[src/rtl/rom_arbiter.sv]
// rom_arbiter: two-requester fair arbiter in front of an asynchronous-read ROM.
// One read in flight at a time; ties go to the requester that was not served last.
module rom_arbiter #(
  parameter int ADDRESS_WIDTH = 32,
  parameter int DATA_WIDTH    = 32,
  parameter int DEPTH         = 64
) (
  input  logic                     clk,
  input  logic                     rst,
  input  logic                     req0_valid,
  input  logic [ADDRESS_WIDTH-1:0] req0_addr,
  input  logic                     req1_valid,
  input  logic [ADDRESS_WIDTH-1:0] req1_addr,
  output logic                     req0_ready,
  output logic                     req1_ready,
  output logic                     rsp0_valid,
  output logic                     rsp1_valid,
  input  logic                     rsp0_ready,
  input  logic                     rsp1_ready,
  output logic [DATA_WIDTH-1:0]    rsp_data,
  output logic                     rsp_err,
  output logic [ADDRESS_WIDTH-1:0] rom_addr,
  input  logic [DATA_WIDTH-1:0]    rom_data,
  output logic                     busy
);
  typedef enum logic [1:0] {IDLE, READ, RESP} state_t;
  state_t                   r_state, w_next;
  logic [ADDRESS_WIDTH-1:0] r_rom_addr;
  logic [DATA_WIDTH-1:0]    r_rsp_data;
  logic                     r_rsp_err, r_grant, r_last_grant;
  logic                     w_accept, w_pick, w_hs, w_oor;
  // On a tie the winner is whoever was not granted last time.
  assign w_pick     = (req0_valid && req1_valid) ? ~r_last_grant : req1_valid;
  assign w_accept   = (r_state == IDLE) && (req0_valid || req1_valid);
  assign w_hs       = (r_state == RESP) && (r_grant ? rsp1_ready : rsp0_ready);
  assign w_oor      = r_rom_addr >= ADDRESS_WIDTH'(DEPTH);
  assign req0_ready = w_accept && !w_pick;
  assign req1_ready = w_accept && w_pick;
  assign rsp0_valid = (r_state == RESP) && !r_grant;
  assign rsp1_valid = (r_state == RESP) && r_grant;
  assign rsp_data   = r_rsp_data;
  assign rsp_err    = r_rsp_err;
  assign rom_addr   = r_rom_addr;
  assign busy       = r_state != IDLE;
  always_comb begin
    w_next = r_state;
    case (r_state)
      IDLE:    w_next = w_accept ? READ : IDLE;
      READ:    w_next = RESP;
      RESP:    w_next = w_hs ? IDLE : RESP;
      default: w_next = IDLE;
    endcase
  end
  always_ff @(posedge clk or posedge rst) begin
    if (rst) r_state <= IDLE;
    else     r_state <= w_next;
  end
  always_ff @(posedge clk or posedge rst) begin
    if (rst) begin
      r_rom_addr   <= '0;
      r_rsp_data   <= '0;
      r_rsp_err    <= 1'b0;
      r_grant      <= 1'b0;
      r_last_grant <= 1'b1;
    end else begin
      if (w_accept) begin
        r_rom_addr <= w_pick ? req1_addr : req0_addr;
        r_grant    <= w_pick;
      end
      if (r_state == READ) begin
        r_rsp_data <= w_oor ? '0 : rom_data;
        r_rsp_err  <= w_oor;
      end
      if (w_hs) r_last_grant <= r_grant;
    end
  end
endmodule

[config.mk]
export PLATFORM = sky130hd
export DESIGN_NAME = rom_arbiter
export DESIGN_NICKNAME = d
export VERILOG_FILES = /design/src/rtl/rom_arbiter.sv
export SDC_FILE = /design/constraint.sdc
export NUM_CORES = 1
export LEC_CHECK = 0
export CAP_MARGIN = 20
export CORE_UTILIZATION = 35
export DETAILED_ROUTE_END_ITERATION = 10
export PLACE_DENSITY = 0.84
export SLEW_MARGIN = 0
export SYNTH_ARGS = -nofsm -noshare
export SYNTH_HDL_FRONTEND = slang
export SYNTH_SLANG_ARGS = --single-unit
[constraint.sdc]
create_clock -name clk -period 2 [get_ports clk]
set_clock_uncertainty 0.2 [all_clocks]
set_input_delay 0.2 -clock clk [delete_from_list [all_inputs] [get_ports clk]]
set_output_delay 0.2 -clock clk [all_outputs]
set_load 0.005 [all_outputs]
# Word-level counts from Yosys, hierarchy flattened
# Cells that the tools add are included.
[word_totals]
input_bits = 102
ff_bits = 69
[op_classes]
magnitude_cmp = 1
eq_ne = 2
n_mux = 7
n_reduce_logical = 12
bitwise = 1
[op_table]
columns = ["operator", "n"]
rows = [
  ["$mux W32", 2],
  ["$ge A32 B7 Y1 const B", 1],
  ["$logic_and A1 B1 Y1", 7],
  ["$pmux W2 S3", 1],
  ["$mux W1", 3],
  ["$eq A2 B1 Y1 const B", 1],
  ["$eq A2 B2 Y1 const B", 1],
  ["$logic_not A1 Y1", 2],
  ["$logic_not A2 Y1", 1],
  ["$mux W2", 1],
  ["$reduce_bool A2 Y1", 1],
  ["$logic_or A1 B1 Y1", 1],
  ["$not A1 Y1", 1],
]

# Longest topological paths before layout
# Gate-level depths: netlist of run 1.
[logic_depth]
depth_word = 4
mapped_depth = 5
mapped_depth_nobuf = 3

# Least setup slack after synthesis of run 1
# OpenSTA, ideal clock, no wires.
[synth_path]
path_type = "reg-to-reg"
from = "register r_last_grant"
to = "register r_rom_addr[19], in the netlist rom_addr[19]"
required_time_ns = 1.674
path_stages_with_launch = 6
period_less_slack_ns = 1.626
path_buffers = 2
t_arrival_ns = 1.300
setup_slack_ns = 0.374
path_cell_list = "dfstp_2 nand2_1 and3_1 buf_2 buf_2 a221o_1"
[synth_via]
elab_chain_cells = 3
[synth_lines]
columns = ["element", "line", "source"]
rows = [
  ["from (decl)", "30", "logic r_rsp_err, r_grant, r_last_grant;"],
  ["from (signal assigned)", "74", "if (w_hs) r_last_grant <= r_grant;"],
  ["$not A1 Y1", "33", "assign w_pick = (req0_valid && req1_valid) ? ~r_last_grant : req1_valid;"],
  ["$mux W1", "33", ""],
  ["$mux W32", "67", "r_rom_addr <= w_pick ? req1_addr : req0_addr;"],
  ["to (signal assigned)", "67", ""],
  ["to (decl)", "28", "logic [ADDRESS_WIDTH-1:0] r_rom_addr;"],
]
# No other way between the ends.
# A chain may end at the register's enable or synchronous reset.

# Worst setup path after layout of run 1
[layout_path]
from = "register r_state[0]"
to = "output port req0_ready"
[layout_via]
elab_chain_cells = 3
[layout_lines]
columns = ["element", "line", "source"]
rows = [
  ["from (decl)", "27", "state_t r_state, w_next;"],
  ["from (signal assigned)", "56", "else r_state <= w_next;"],
  ["$logic_not A2 Y1", "34", "assign w_accept = (r_state == IDLE) && (req0_valid || req1_valid);"],
  ["$logic_and A1 B1 Y1", "34", ""],
  ["$logic_and A1 B1 Y1", "37", "assign req0_ready = w_accept && !w_pick;"],
  ["to (decl)", "14", "output logic req0_ready,"],
]
# No other way between the ends.

==> metrics.txt, run 1 <==
part of the cycle the worst path needs 96.3%; layout cells sized above 1 10.5%; ANT nets after route 0; Initial Util 36.2%; PD cells 1150 nW/um2; Comb pwr share 47.8%; Post-Synth XOR/XNOR Area 0%; CTS tree yes; DRC 0; commonest cells after routing, fill and taps aside 166 x clkdlybuf4s50_1, 66 x dfrtp_1, 35 x nand2_1, 33 x nand4_1, 32 x a221o_1; Slew Limit Fails 0; Post-DP HPWL 7150 um; Worst EP arrival 1.53 ns; Area contributors post-synth dfrtp_1 54%, a221o_1 10%, nand4_1 6.5%; clock-pin slew on the worst setup and hold paths 0.07 ns; Wirelength per Cell 17.7 um; clock buffer depth 2; drt first-iter violations 99; synthesized instance count 291; routability cong. 0.744; Via density 5.42; maximum vdd drop 0.000871 V; initial antenna violation count 0; die width 97.3 um; compound-gate portion of the synthesized area 23.9%; number of diodes 0; FP Rows 34; CTS root buf clkbuf_8; share of power burned in registers 35.1%; adder-cell share of the synthesized area 0%; largest net degree at the start of global routing 35; status completed; DR pass1 iterations 4; I/O pin cnt 172; Vias 3,116; CTS sink count 69; Crit. End Element output port; Hold Worst Slack 0.0418 ns; required time of the critical path 1.60 ns; core area 8760 um2; syn avg cell area 10.9 um2; post-synthesis cell area 3180 um2; H-tree Lvls 3; leakage power 2.10 nW; post-synthesis register bit count 69; port buffer count 171; vias in the first global route 3,320; max_cap viols 0; mux cell area share after synthesis 0.355%; first-pass GRT wire length 16,300 um; Sw Pwr 2.17 mW; final core utilization 60.3%; worst-margin pin slew 0.562 ns; Yosys top cell by area dfrtp_1; total grt overflow 0; CTS Hold Bufs 0; die area 9460 um2; sw frac 35.6%; Mapped Nets 393; GR Util All Layers 21.6%; chip height 97.3 um; cell-internal power 3.93 mW; final WL 10,200 um; Worst slew margin 62.5%; largest family of logic cells by synthesized area compound AO/OA/AOI/OAI gates; Synth Area in Simple Gates 15.8%; final non-filler cell total 575; commonest non-fill, non-tap cell in the layout clkdlybuf4s50_1; number of CTS-inserted buffers 9; crit path kind flop to output port; # setup viols final 0; sequential cell area fraction in the yosys report 54.4%; crit path time final 1.93 ns; Syn. warnings 0; Post-Place Cells 552; Hold Vio Cnt, Final 0; highest clock rate 519 MHz; Synth top area share 53.6%; Worst-Skew Late Latency 0.33 ns; Layout area overhead 66.4%; Distinct cells, synth 30; CP Launch Type flop; crit-path max FO 3; RSZ-0062 raised after global routing false; Clk pwr share 17.1%; hold crit path type primary input to async pin; final layout net count 564
[what timing repair did]
item	in CTS	in global routing
gates resized for setup	15	0
buffers inserted	4	2
setup endpoints to repair	5	1
cloned	1	0
pin swaps	2	0
[stage by stage]
| stage | area, um2 | TNS (ns) | total power, mW | worst slack [ns] |
|---|---|---|---|---|
| after global routing | 5280 | 0 | 6.42 | 0.00256 |
| final | 5280 | 0 | 6.09 | 0.0741 |
| after CTS | 5270 | 0 | 6.10 | 0.0168 |
| after detailed placement | 4980 | -0.0197 | 4.75 | -0.0197 |
| after global placement | 4980 | 0 | 4.66 | 0.0672 |
| after floorplan | 3180 | 0 | 3.46 | 0.374 |
[final timing paths]
check | slack (ns) | to | depth (start not counted) | startpoint
hold / removal | 0.04 | rom_addr[0] | 2 | rst
setup reg to reg | 0.18 | rom_addr[14] | 5 | r_last_grant
max in group asynchronous | 0.95 | r_state[1] | 3 | rst
hold reg to reg | 0.29 | rsp_data[0] | 2 | rsp_data[0]
setup / recovery | 0.07 | req0_ready | 4 | r_state[0]
min in group clk | 0.22 | rsp_data[28] | 3 | rom_data[28]
[critical path, cell delays in order, from the launching register on]
cell and delay (ns):
dfrtp_2 0.43, nor2_4 0.16, buf_12 0.12, and3_2 0.22
dlygate4sd2_1 0.27
[kinds of logic (layout without fill, tap and decap cells)]
kind of cell,Yosys count,in the layout
AO/OA/AOI/OAI,101,101
AND/OR/NAND/NOR,86,86
flip-flops,69,69
buffers and inverters,34,210
multiplexers,1,1
[power by group through the flow]
stage | clock network (mW) | logic [mW] | registers (mW)
2_1_floorplan | 0 | 1.37 | 2.09
3_3_place_gp | 0 | 2.52 | 2.14
3_5_place_dp | 0 | 2.61 | 2.14
4_1_cts | 1.07 | 2.88 | 2.15
5_1_grt | 1.12 | 3.11 | 2.19
6_report | 1.04 | 2.91 | 2.14
[routing by layer]
metal  share of wire [%]  track usage, %  vias up
li1                    -               -     1445
met1                  41            26.0     1515
met2                  50            38.0      142
met3                 7.0            5.25       14
met4                 1.4            6.67        0
met5                   0               0        -
[cells in the mapped netlist (all sizes together)]
| cell | count |
|---|---|
| nand3 | 1 |
| nor2 | 2 |
| a221o | 32 |
| nand2 | 35 |
| or2b | 1 |
| buf | 17 |
| nand2b | 2 |
| and3 | 2 |
| mux2 | 1 |
| and2 | 1 |
| inv | 4 |
| dfrtp | 68 |
| nand4 | 33 |
| nor4b | 1 |
| a2bb2oi | 1 |
| nor4 | 6 |
| o21ai | 33 |
| nor2b | 1 |
| a21boi | 32 |
| or2 | 1 |
| dfstp | 1 |
| a21o | 2 |
| clkbuf | 13 |
| a22o | 1 |
[flip-flops by register name, summed over array words and instances, names as in the netlist]
register and flops:
rom_addr 32, rsp_data 32, r_grant 1, rsp_err 1, r_last_grant 1, r_state 2
[area by class of cell]
| class | count | area [um2] |
|---|---|---|
| sequential | 69 | 1730 |
| fill | 767 | 3480 |
| multi-input combinational | 188 | 1290 |
| inverter | 4 | 18.8 |
| tap | 108 | 135 |
| clock inverter | 5 | 35.0 |
| clock buffer | 11 | 151 |
| timing repair buffer | 190 | 1920 |
No activity file was read; power rests on OpenSTA's default activity.
==> inputs of run 2 (changes only) <==
ABC_AREA = 1   (was default)
CORE_UTILIZATION = 36   (was 35)
CTS_CLUSTER_DIAMETER = 100   (was default)
PLACE_DENSITY = 0.85   (was 0.84)
RECOVER_POWER = 100   (was default)
==> metrics.txt, run 2 <==
status finished with violations; violated checks design-rule violations; highest clock rate 536 MHz; vias in the first global route 3,193; Synth top cells by count 198 x nand2_1, 68 x dfrtp_1, 32 x nand3b_1; Layout area overhead 57.9%; GR Util All Layers 19.7%; core area 8850 um2; worst-path cell chain nor2_4, inv_1, clkdlybuf4s50_1; CP Launch Type flop; Synth top area share 51.2%; Post-synth EDFFs 0; slowest CP cell clkdlybuf4s50_1; Syn. warnings 0; sequential cell area fraction in the yosys report 52.0%; Worst-Skew Late Latency 0.33 ns; Post-DP HPWL 6870 um; Mapped Nets 500; CTS sink count 69; port buffer count 171; syn avg cell area 8.35 um2; Slew Limit Fails 0; asr flop ratio synth 100%; leakage power 2.56 nW; CTS root buf clkbuf_8; Hold Vio Cnt, Final 0; Crit. End Element output port; I/O pin cnt 172; number of CTS-inserted buffers 9; fill cell count 796; Distinct cells, synth 21; Yosys top cell by area dfrtp_1; Main synth FF type dfrtp_1; Hold Worst Slack 0.229 ns; final WL 9470 um; Wirelength per Cell 13.9 um; commonest non-fill, non-tap cell in the layout nand2_1; FP Rows 34; Area contributors post-synth dfrtp_1 51%, nand2_1 22%, nand3b_1 7.2%; total grt overflow 0; setup_tns 0 ns; Initial Util 37.5%; Vias 3,293; PD cells 1040 nW/um2; first-pass GRT wire length 15,100 um; share of power burned in registers 37.6%; Max stage delay on crit path 0.48 ns; CTS tree yes; hold crit path type primary input to flop; Multi-input gate area 1320 um2; Clk pwr share 19.3%; largest net degree at the start of global routing 70; clock buffer depth 2; clock-pin slew on the worst setup and hold paths 0.08 ns; commonest cells after routing, fill and taps aside 198 x nand2_1, 101 x clkdlybuf4s50_1, 68 x dfrtp_1, 66 x dlygate4sd3_1, 32 x nand3b_1; chip height 98.1 um; crit path time final 1.87 ns; maximum vdd drop 0.000727 V; die area 9620 um2; worst-margin pin slew 0.947 ns; routability cong. 0.761; CTS Hold Bufs 0; number of diodes 0; layout cells sized above 1 5.78%; initial antenna violation count 0; crit path kind flop to output port; CP bufs+invs 2; # setup viols final 0; Via density 4.85; H-tree Lvls 3; die width 98.1 um; Comb pwr share 43.1%; DRC 14; synthesized instance count 398; cell-internal power 3.51 mW; Sequential Area 1730 um2; final layout net count 669; max_cap viols 0; sw frac 35.7%; Sw Pwr 1.95 mW; crit-path max FO 3; DR pass1 iterations 10; postcts setup bufs 0; post-synthesis register bit count 69; cell family with most CP delay buffers and inverters; RSZ-0062 raised after global routing false; Worst slew margin 36.9%; post-synthesis cell area 3320 um2; count leader, synth nand2_1; Worst EP arrival 1.47 ns; part of the cycle the worst path needs 93.3%; required time of the critical path 1.60 ns; drt first-iter violations 178; ANT nets after route 0; final core utilization 59.3%
==> run 2: repair_timing <==
| item | in CTS | in global routing |
|---|---|---|
| endpoints found under the setup margin | 3 | 1 |
| pin swaps | 1 | 0 |
| cloned | 0 | 0 |
| gates resized for setup | 6 | 1 |
==> run 2: final cells by class <==
type	instances	area share, %
clock inverter	5	1.00
sequential	69	33.0
inverter	20	1.50
clock buffer	10	2.43
timing repair buffer	180	34.3
tap	108	2.58
multi-input combinational	287	25.2
==> run 2: cell families after synthesis <==
family,Yosys count,share of synthesized area [%]
and+or+nand+nor,269,35.6
DFF,69,52.0
buffers and inverters,42,7.01
AOI/OAI and AO/OA,18,5.35
==> run 2: routing by layer <==
layer  GRT usage, %  share of wire, %  routed length (um)  vias up
met4           10.4               3.3                 315        0
met2           33.5                49                4650      130
met5              0                 0                   0        -
met3           4.15               6.3                 596       24
li1               -                 -                   -     1589
met1           23.4                41                3910     1550
==> run 2: path summary, 6_finish.rpt <==
path,endpoint,slack (ns),depth (start not counted),startpoint
worst max-delay path,busy,0.13,3,r_state[1]
worst min-delay path,rom_addr[0],0.23,3,req1_addr[0]
worst max register to register,rom_addr[17],0.16,5,r_state[1]
worst min register to register,rsp_data[15],0.27,2,rsp_data[15]
max in group asynchronous,rsp_data[0],0.50,3,rst
min in group asynchronous,rsp_data[25],0.48,3,rst
==> run 2: power groups by stage <==
stage                     clock network [mW]  logic [mW]  registers, mW
final                                   1.06        2.35           2.05
after global routing                    1.16        2.60           2.10
after CTS                               1.09        2.58           2.08
after detailed placement                   0        2.57           2.08
after global placement                     0        2.51           2.06
after floorplan                            0        1.31           2.06
==> run 2: worst reg2reg max path, stage by stage (launching register included) <==
cell,delay (ns)
dfrtp_1,0.44
nor2_4,0.17
and2_4,0.17
clkbuf_2,0.51
nand2_1,0.13
o211ai_1,0.13
==> run 2: per-stage QoR <==
stage	setup WS, ns	cell area, um2	instances	power (mW)
4_1_cts	0.0223	5310	679	5.75
3_3_place_gp	0.0384	5120	664	4.57
6_report	0.134	5240	679	5.46
5_1_grt	0.0524	5240	679	5.87
2_1_floorplan	0.557	3330	398	3.37
3_5_place_dp	0.0218	5120	664	4.65
